[src/rtl/seg7_capture_if.sv]
// Display-monitor bundle for seg7_capture: the two active-low segment patterns and the error clear
// go in; decoded value, pulses and counters come out.
interface seg7_capture_if #(
  parameter int CNT_W = 16
);
  logic [6:0]       seg_ones;
  logic [6:0]       seg_tens;
  logic             err_clr;
  logic [3:0]       bcd_ones;
  logic [3:0]       bcd_tens;
  logic [6:0]       bin_val;
  logic             val_valid;
  logic             new_pulse;
  logic             err_pulse;
  logic             err_sticky;
  logic [CNT_W-1:0] commit_cnt;
  logic             step_ok;
  logic             step_jump;

  modport master (
    output seg_ones, seg_tens, err_clr,
    input  bcd_ones, bcd_tens, bin_val, val_valid, new_pulse, err_pulse,
           err_sticky, commit_cnt, step_ok, step_jump
  );

  modport slave (
    input  seg_ones, seg_tens, err_clr,
    output bcd_ones, bcd_tens, bin_val, val_valid, new_pulse, err_pulse,
           err_sticky, commit_cnt, step_ok, step_jump
  );
endinterface

[src/rtl/seg7_capture.sv]
// On-chip monitor that debounces two 7-segment patterns, decodes them to 00-99 and flags illegal
// patterns. Define SEG7_STEP_CHECK_EN to add the count-progression check (step_ok/step_jump).
module seg7_capture #(
  parameter int STABLE_CYCLES = 4,
  parameter int CNT_W         = 16   // must match the interface CNT_W
) (
  input logic           clk,
  input logic           rst,
  seg7_capture_if.slave bus
);
  localparam int CW = $clog2(STABLE_CYCLES);

  typedef enum logic { ST_SETTLE, ST_HELD } state_t;

  state_t           r_state, w_state_nxt;
  logic [13:0]      r_samp;
  logic [CW-1:0]    r_cnt, w_cnt_nxt;
  logic             w_commit;
  logic [13:0]      w_in;
  logic [4:0]       w_dec_o, w_dec_t;
  logic             w_legal;
  logic [6:0]       w_bin_nxt;

  logic [3:0]       r_bcd_o, r_bcd_t;
  logic [6:0]       r_bin;
  logic             r_valid, r_new, r_err, r_sticky;
  logic [CNT_W-1:0] r_ccnt;

  // {legal, digit}; blank and every non-table pattern decode as illegal
  function automatic logic [4:0] dec7(input logic [6:0] s);
    case (s)
      7'h40:   dec7 = 5'h10;
      7'h79:   dec7 = 5'h11;
      7'h24:   dec7 = 5'h12;
      7'h30:   dec7 = 5'h13;
      7'h19:   dec7 = 5'h14;
      7'h12:   dec7 = 5'h15;
      7'h02:   dec7 = 5'h16;
      7'h78:   dec7 = 5'h17;
      7'h00:   dec7 = 5'h18;
      7'h10:   dec7 = 5'h19;
      default: dec7 = 5'h00;
    endcase
  endfunction

  assign w_in      = {bus.seg_tens, bus.seg_ones};
  assign w_dec_o   = dec7(bus.seg_ones);
  assign w_dec_t   = dec7(bus.seg_tens);
  assign w_legal   = w_dec_o[4] & w_dec_t[4];
  assign w_bin_nxt = {w_dec_t[3:0], 3'b000} + {2'b00, w_dec_t[3:0], 1'b0} + {3'b000, w_dec_o[3:0]};

  always_ff @(posedge clk or negedge rst) begin
    if (!rst) begin
      r_state <= ST_SETTLE;
      r_cnt   <= '0;
      r_samp  <= 14'h3FFF;
    end else begin
      r_state <= w_state_nxt;
      r_cnt   <= w_cnt_nxt;
      r_samp  <= w_in;
    end
  end

  // Commit fires once per stable run; HELD blocks re-commits until the input moves.
  always_comb begin
    w_state_nxt = r_state;
    w_cnt_nxt   = r_cnt;
    w_commit    = 1'b0;
    if (w_in != r_samp) begin
      w_cnt_nxt   = '0;
      w_state_nxt = ST_SETTLE;
    end else if (r_state == ST_SETTLE) begin
      if (r_cnt == CW'(STABLE_CYCLES - 1)) begin
        w_commit    = 1'b1;
        w_state_nxt = ST_HELD;
      end else begin
        w_cnt_nxt = r_cnt + 1'b1;
      end
    end
  end

  always_ff @(posedge clk or negedge rst) begin
    if (!rst) begin
      r_bcd_o  <= '0;
      r_bcd_t  <= '0;
      r_bin    <= '0;
      r_valid  <= 1'b0;
      r_new    <= 1'b0;
      r_err    <= 1'b0;
      r_sticky <= 1'b0;
      r_ccnt   <= '0;
    end else begin
      r_new <= w_commit & w_legal;
      r_err <= w_commit & ~w_legal;
      if (w_commit && w_legal) begin
        r_bcd_o <= w_dec_o[3:0];
        r_bcd_t <= w_dec_t[3:0];
        r_bin   <= w_bin_nxt;
        r_valid <= 1'b1;
        if (r_ccnt != {CNT_W{1'b1}}) r_ccnt <= r_ccnt + 1'b1;
      end
      // a visible err_pulse also re-sets, so a clear landing on the pulse cycle loses
      r_sticky <= (w_commit & ~w_legal) | r_err | (r_sticky & ~bus.err_clr);
    end
  end

`ifdef SEG7_STEP_CHECK_EN
  logic       r_step_ok, r_step_jump;
  logic [6:0] w_old_p1;
  logic       w_step_hit;

  assign w_old_p1   = (r_bin == 7'd99) ? 7'd0 : r_bin + 7'd1;
  assign w_step_hit = (w_bin_nxt == w_old_p1) | (w_bin_nxt == r_bin);

  always_ff @(posedge clk or negedge rst) begin
    if (!rst) begin
      r_step_ok   <= 1'b0;
      r_step_jump <= 1'b0;
    end else begin
      r_step_ok   <= w_commit & w_legal & r_valid & w_step_hit;
      r_step_jump <= w_commit & w_legal & r_valid & ~w_step_hit;
    end
  end

  assign bus.step_ok   = r_step_ok;
  assign bus.step_jump = r_step_jump;
`else
  assign bus.step_ok   = 1'b0;
  assign bus.step_jump = 1'b0;
`endif

  assign bus.bcd_ones   = r_bcd_o;
  assign bus.bcd_tens   = r_bcd_t;
  assign bus.bin_val    = r_bin;
  assign bus.val_valid  = r_valid;
  assign bus.new_pulse  = r_new;
  assign bus.err_pulse  = r_err;
  assign bus.err_sticky = r_sticky;
  assign bus.commit_cnt = r_ccnt;
endmodule
[src/flat_wrapper.sv]
// flat-port wrapper written by rule: the top's interface ports become plain ports
module seg7_capture_flat 
#(
  parameter int STABLE_CYCLES = 4,
  parameter int CNT_W         = 16                                    
)
  (clk, rst, bus_seg_ones, bus_seg_tens, bus_err_clr, bus_bcd_ones, bus_bcd_tens, bus_bin_val, bus_val_valid, bus_new_pulse, bus_err_pulse, bus_err_sticky, bus_commit_cnt, bus_step_ok, bus_step_jump);
  seg7_capture_if #(.CNT_W(CNT_W)) bus_i ();
  input logic clk;
  input logic rst;
  input wire logic [$bits(bus_i.seg_ones)-1:0] bus_seg_ones;
  input wire logic [$bits(bus_i.seg_tens)-1:0] bus_seg_tens;
  input wire logic [$bits(bus_i.err_clr)-1:0] bus_err_clr;
  output wire logic [$bits(bus_i.bcd_ones)-1:0] bus_bcd_ones;
  output wire logic [$bits(bus_i.bcd_tens)-1:0] bus_bcd_tens;
  output wire logic [$bits(bus_i.bin_val)-1:0] bus_bin_val;
  output wire logic [$bits(bus_i.val_valid)-1:0] bus_val_valid;
  output wire logic [$bits(bus_i.new_pulse)-1:0] bus_new_pulse;
  output wire logic [$bits(bus_i.err_pulse)-1:0] bus_err_pulse;
  output wire logic [$bits(bus_i.err_sticky)-1:0] bus_err_sticky;
  output wire logic [$bits(bus_i.commit_cnt)-1:0] bus_commit_cnt;
  output wire logic [$bits(bus_i.step_ok)-1:0] bus_step_ok;
  output wire logic [$bits(bus_i.step_jump)-1:0] bus_step_jump;
  assign bus_i.seg_ones = bus_seg_ones;
  assign bus_i.seg_tens = bus_seg_tens;
  assign bus_i.err_clr = bus_err_clr;
  assign bus_bcd_ones = bus_i.bcd_ones;
  assign bus_bcd_tens = bus_i.bcd_tens;
  assign bus_bin_val = bus_i.bin_val;
  assign bus_val_valid = bus_i.val_valid;
  assign bus_new_pulse = bus_i.new_pulse;
  assign bus_err_pulse = bus_i.err_pulse;
  assign bus_err_sticky = bus_i.err_sticky;
  assign bus_commit_cnt = bus_i.commit_cnt;
  assign bus_step_ok = bus_i.step_ok;
  assign bus_step_jump = bus_i.step_jump;
  seg7_capture #(.STABLE_CYCLES(STABLE_CYCLES), .CNT_W(CNT_W)) u_core (.clk(clk), .rst(rst), .bus(bus_i));
endmodule
[config.mk]
export PLATFORM = sky130hd
export DESIGN_NAME = seg7_capture_flat
export DESIGN_NICKNAME = d
export VERILOG_FILES = /design/src/rtl/seg7_capture_if.sv /design/src/rtl/seg7_capture.sv /design/src/flat_wrapper.sv
export SDC_FILE = /design/constraint.sdc
export NUM_CORES = 1
export LEC_CHECK = 0
export BUFFER_PORTS_ARGS = -buffer_cell sky130_fd_sc_hd__buf_4
export CORE_MARGIN = 2
export CORE_UTILIZATION = 55
export DETAILED_ROUTE_END_ITERATION = 12
export PLACE_DENSITY = 0.8
export SYNTH_ARGS = -nofsm -noshare
export SYNTH_HDL_FRONTEND = slang
export SYNTH_SLANG_ARGS = --single-unit
[constraint.sdc]
create_clock -name clk -period 3.2 [get_ports clk]
set_input_delay 0.32 -clock clk [delete_from_list [all_inputs] [get_ports clk]]
set_output_delay 0.32 -clock clk [all_outputs]
set_load 0.005 [all_outputs]
==> results of run 1 <==
[registers in the layout, indices dropped and copies added, names as in the netlist]
| register | flops |
|---|---|
| u_core.bus.new_pulse | 1 |
| u_core.bus.val_valid | 1 |
| u_core.bus.bcd_ones | 3 |
| u_core.bus.commit_cnt | 16 |
| u_core.r_state | 1 |
| u_core.r_samp | 14 |
| u_core.bus.err_pulse | 1 |
| u_core.bus.bin_val | 7 |
| u_core.r_cnt | 2 |
| u_core.bus.err_sticky | 1 |
| u_core.bus.bcd_tens | 4 |
[power by group through the flow]
stage | logic, mW | registers, mW | clock network, mW
2_1_floorplan | 0.0613 | 0.676 | 0
3_3_place_gp | 0.0935 | 0.676 | 0
3_5_place_dp | 0.0956 | 0.676 | 0
4_1_cts | 0.0964 | 0.664 | 0.406
5_1_grt | 0.107 | 0.665 | 0.436
6_report | 0.0960 | 0.664 | 0.396
[worst register-to-register path, delay by kind of cell, from the launching register on]
family	cells	cell delay [ps]
AND/OR/NAND/NOR	5	1590
multiplexers	1	360
buffers and inverters	1	230
XOR/XNOR	1	60
flip-flops	1	540
[routing by layer]
| metal | vias to the layer above | part of all wire | wire [um] |
|---|---|---|---|
| met3 | 6 | 0.045 | 251 |
| met5 | - | 0 | 0 |
| met1 | 1050 | 0.44 | 2460 |
| met4 | 0 | 0.010 | 57 |
| met2 | 63 | 0.51 | 2850 |
| li1 | 1031 | - | - |
[cell type report]
type / instances / share of cell area
clock buffer: 8 / 0.0308
inverter: 6 / 0.00693
multi-input combinational: 198 / 0.405
sequential: 51 / 0.398
tap: 67 / 0.0258
timing repair buffer: 58 / 0.134
[placed cells by master (no fill, tap or decap), types with 7 or more instances in the layout]
cell / instances
ha_1: 9
xor2_1: 26
o21ai_0: 8
nor4_1: 13
nor2_1: 29
buf_4: 58
clkbuf_8: 7
nand2_1: 31
xnor2_1: 11
dfstp_2: 14
dfrtp_1: 37
nor3_1: 9
a21oi_1: 7
[cell families after synthesis]
group                      after synthesis  share of synthesized area
and+or+nand+nor                        117                      0.225
AOI/OAI and AO/OA                       29                     0.0675
DFF                                     51                      0.469
muxes                                    2                    0.00816
xor gates and xnor gates                37                      0.117
adders and majority gates               11                     0.0517
buffers and inverters                   25                     0.0598
other                                    1                    0.00136
[final timing paths]
kind	end	depth (start not counted)	start
worst max register to register	u_core.bus.commit_cnt[1]	8	u_core.r_samp[0]
min in group clk	u_core.r_samp[2]	1	bus_seg_ones[2]
worst min register to register	u_core.bus.val_valid	1	u_core.bus.val_valid
max in group asynchronous	u_core.bus.bin_val[3]	1	rst
worst min-delay path	u_core.r_state	1	rst
worst max-delay path	u_core.bus.commit_cnt[1]	8	u_core.r_samp[0]
==> impl_metrics.toml, run 1 <==
[timing]
slew-limit-headroom = 0.582
fin_hold_ws_ps = 43.2
fmax_mhz = 347
setup_tns_ps = 0
setup_ws_ps = 318
setup_violations = 0
skew_ps = 7.80
worstMarginPinSlew_ps = 628
post-route-period-util = 0.901
hold_viol = 0
rsz0062_at_grt = "false"
final.min_clock_period_ps = 2880
slew_violations = 0

[cts]
cts-resized-gates = 0
cts_buffers = 5
clkSlewWorstSetupHoldPaths_ps = 90
postCtsSetupRepairBufs = 0
htreeDepth = 2
cts.root.buffer_cell = "clkbuf_8"
clockBufferDepth = 2
hold_buffers = 0
clkSinkCount = 51
worstSkewPairLatency_ps = 300
cts_tree = "built"

[die]
die_w_um = 74.8
dieArea_um2 = 5600
core_um2 = 4790
die_height_um = 74.8
rows = 25
ios = 54
initial_core_util = 0.577

[global_route]
antenna_found_initial = 0
grt_first_pass_wirelength_um = 9320
grt_max_degree = 52
grt_use_met3 = 0.0509
grt_use_met2 = 0.375
grtUsageMet1 = 0.277
overflow = 0
grt_pass1_vias = 2032
top_usage_layer = "met2"
grt.total_usage = 0.217

[placement]
place_ws_ps = 113
port-buffer-count = 51
place_congestion = 0.858
dp.cells = 380
placed_cell_area_um2 = 3150
post-dp-hpwl_um = 4160

[synthesis]
synthMostInstantiatedCell = "dfrtp_1"
avgSynthCellArea_um2 = 10.1
synth_cell_type_count = 46
synth_ff_type = "dfrtp_1"
post-synth-top-area-cell = "dfrtp_1"
yosysSeqAreaShare = 0.469
synthTopCellsByArea = "dfrtp_1 34%, dfstp_2 13%, xor2_1 8.3%, nand2_1 4.2%, ha_1 4.1%"
syn_inst = 273
yosysTopAreaCellShare = 0.335
yosys-top-cells-count = "37 x dfrtp_1, 31 x nand2_1, 29 x nor2_1"
synth-edff-count = 0
yosys_warnings = 0
syn_area_um2 = 2760
synth_seq_cells = 51
postSynth.asyncResetShare = 1.00

[pwr]
max-vdd-ir-drop_mv = 0.216
p_leak_nw = 1.62
finalPower_mw = 1.16
powerDensity_nw_per_um2 = 356
swShare = 0.227
combPwrFrac = 0.083
clkPwrFrac = 0.343
p_seq_frac = 0.574
p_sw_uw = 263
p_int_uw = 894

[cells_and_area]
fill_cells = 403
fin_nets = 347
diodes = 0
final_cells = 388
seqCellArea_um2 = 1290
area_growth_pct = 17.8
final_util = 0.679
drive_gt1_frac = 0.277
postLayoutCellArea_um2 = 3250
multi_input_area_um2 = 1320

[critical_path]
crit_type = "reg -> reg"
crit_buf_inv = 1
critPathTopFamily = "simple AND/OR/NAND/NOR gates"
arrival_ps = 3070
ff2ff_setup_slack_ps = 320
crit_chain = "xor2_1, nor4_1, nand4_1, or3b_4, or3_1, buf_4, nor2_1, mux2_2"
cp_slowest_cell = "dfstp_2"
cp_max_fo = 19
start_kind = "flip-flop"
cp-end-kind = "flip-flop"
required_ps = 3390
max_stage_delay_ps = 540

[routing]
ant_nets = 0
vias_per_cell = 5.54
drc = 0
first_iter_violations = 98
vias = 2150
first_pass_iters = 4
wirelength_um = 5620
wl_per_cell_um = 14.5

[job]
maxCapViolCount = 0

[status]
status = "completed"

[min_path]
hp-class = "in -> async"
No activity file was read; power rests on OpenSTA's default activity.
==> run 2, diff against run 1 <==
--- a/config.mk
+++ b/config.mk
@@ -10,6 +10,7 @@
 export CORE_UTILIZATION = 55
 export DETAILED_ROUTE_END_ITERATION = 12
 export PLACE_DENSITY = 0.8
+export REMOVE_ABC_BUFFERS = 1
 export SYNTH_ARGS = -nofsm -noshare
 export SYNTH_HDL_FRONTEND = slang
 export SYNTH_SLANG_ARGS = --single-unit
==> run 2 against run 1 <==
  * Worst setup slack improved by 63 ps
  * Combinational power fell by 0.6%
  * Register-to-register slack better by 60 ps
  * Critical path depth stayed put
  * First-iteration DRC count rose by 40%
  * Final area decreased by 0.31%
  * Cell count unchanged
  * Highest routed layer unchanged
  * Count of clock-buffer cells in the layout down 1
  * Critical path type unchanged
  * Non-clock buffer count unchanged
  * Sequential power is essentially flat
  * Clock power shrank 6.6%
==> impl_metrics.toml, run 2 (synthesized netlist as in run 1, its figures left out) <==
[status]
status = "completed"

[cts]
clkSinkCount = 51
hold_buffers = 0
postCtsSetupRepairBufs = 0
cts_tree = "built"
clkSlewWorstSetupHoldPaths_ps = 80
htreeDepth = 2
cts_buffers = 5
cts.root.buffer_cell = "clkbuf_8"
worstSkewPairLatency_ps = 300
cts-resized-gates = 0
clockBufferDepth = 2

[cells_and_area]
final_util = 0.677
largest_reg_flops = 16
postLayoutCellArea_um2 = 3240
area_growth_pct = 17.4
final_cell_mix = "58 x buf_4, 37 x dfrtp_1, 31 x nand2_1, 29 x nor2_1, 26 x xor2_1"
drive_gt1_frac = 0.274
diodes = 0
fin_nets = 347
layout_commonest_cell = "buf_4"
fill_cells = 403

[timing]
setup_tns_ps = 0
worstMarginPinSlew_ps = 636
post-route-period-util = 0.881
skew_ps = 5.08
final.min_clock_period_ps = 2820
fmax_mhz = 355
rsz0062_at_grt = "false"
slew-limit-headroom = 0.573
slew_violations = 0
hold_viol = 0
setup_violations = 0

[routing]
first_iter_violations = 137
wl_per_cell_um = 13.6
first_pass_iters = 4
drc = 0
ant_nets = 0
wirelength_um = 5270
vias_per_cell = 5.34
vias = 2072

[pwr]
finalPower_mw = 1.13
p_seq_frac = 0.588
powerDensity_nw_per_um2 = 349
p_leak_nw = 1.61
p_int_uw = 870
combPwrFrac = 0.084
max-vdd-ir-drop_mv = 0.222
clkPwrFrac = 0.328
p_sw_uw = 260
swShare = 0.230

[placement]
port-buffer-count = 51
post-dp-hpwl_um = 3860
place_congestion = 0.802
placed_cell_area_um2 = 3150

[die]
ios = 54
initial_core_util = 0.577
die_height_um = 74.8
core_um2 = 4790
rows = 25
die_w_um = 74.8
dieArea_um2 = 5600

[critical_path]
reg2regPathDepth = 8
arrival_ps = 3050
reg2reg_from = "u_core.r_samp[7]"
reg2reg_to = "u_core.bus.commit_cnt[3]"
crit_type = "reg -> reg"
start_kind = "flip-flop"
cp-end-kind = "flip-flop"
ff2ff_setup_slack_ps = 380
cp_max_fo = 11
required_ps = 3430

[global_route]
grt_max_degree = 52
grt_pass1_vias = 1946
antenna_found_initial = 0
grt.total_usage = 0.205
overflow = 0
grt_first_pass_wirelength_um = 8760

[min_path]
hp-class = "in -> async"

[job]
maxCapViolCount = 0
[run 2: cell count changes in the layout (fill, tap and decap cells not counted), sizes merged]
cell	change
clkbuf	-1
clkinv	+1
[run 2: layout make-up]
class / instances / area [um2] / share of cell area
Timing Repair Buffer: 58 / 435 / 0.134
Inverter: 6 / 22.5 / 0.00695
Clock buffer: 7 / 86.3 / 0.0266
Sequential cell: 51 / 1290 / 0.399
Multi-Input combinational cell: 198 / 1320 / 0.406
Tap cell: 67 / 83.8 / 0.0259
Clock inverter: 1 / 3.75 / 0.00116
[run 2: per-stage QoR]
stage	hold WS (ps)	cells	setup WS, ps
final	33.2	388	381
after global routing	87.1	388	179
after CTS	49.7	388	349
after detailed placement	383	380	146
after global placement	376	380	220
after floorplan	24.4	255	251
[run 2: metal layers]
metal,up-vias,global-route usage,routed length (um)
met3,10,0.0321,203
met4,0,0.0913,114
met1,984,0.295,2490
li1,1028,-,-
met5,-,0,0
met2,50,0.309,2460
[run 2: worst max-delay path: stages (launching register included)]
cell     delay [ps]
dfstp_2         530
xor2_1           50
nor4_1          300
nand4_1         240
or3b_4          470
or3_1           510
buf_4           240
nor4_1          230
xor2_1          180
[run 2: worst max-delay path by stage]
stage	end	slack, ps	depth (start not counted)	start
6_report	u_core.bus.commit_cnt[3]	380	8	u_core.r_samp[7]
2_1_floorplan	u_core.bus.bin_val[6]	250	10	bus_seg_tens[3]
3_5_place_dp	u_core.bus.bin_val[6]	150	13	bus_seg_tens[6]
4_1_cts	u_core.bus.commit_cnt[3]	350	8	u_core.r_samp[7]
3_3_place_gp	u_core.bus.bin_val[6]	220	11	bus_seg_tens[4]
5_1_grt	u_core.bus.commit_cnt[3]	180	8	u_core.r_samp[7]
[run 2: power groups by stage]
stage | sequential (mW) | clock [mW] | combinational [mW]
finish | 0.664 | 0.370 | 0.0954
global route | 0.665 | 0.400 | 0.107
CTS | 0.664 | 0.385 | 0.0964
detailed placement | 0.676 | 0 | 0.0958
global placement | 0.675 | 0 | 0.0935
floorplan | 0.676 | 0 | 0.0386
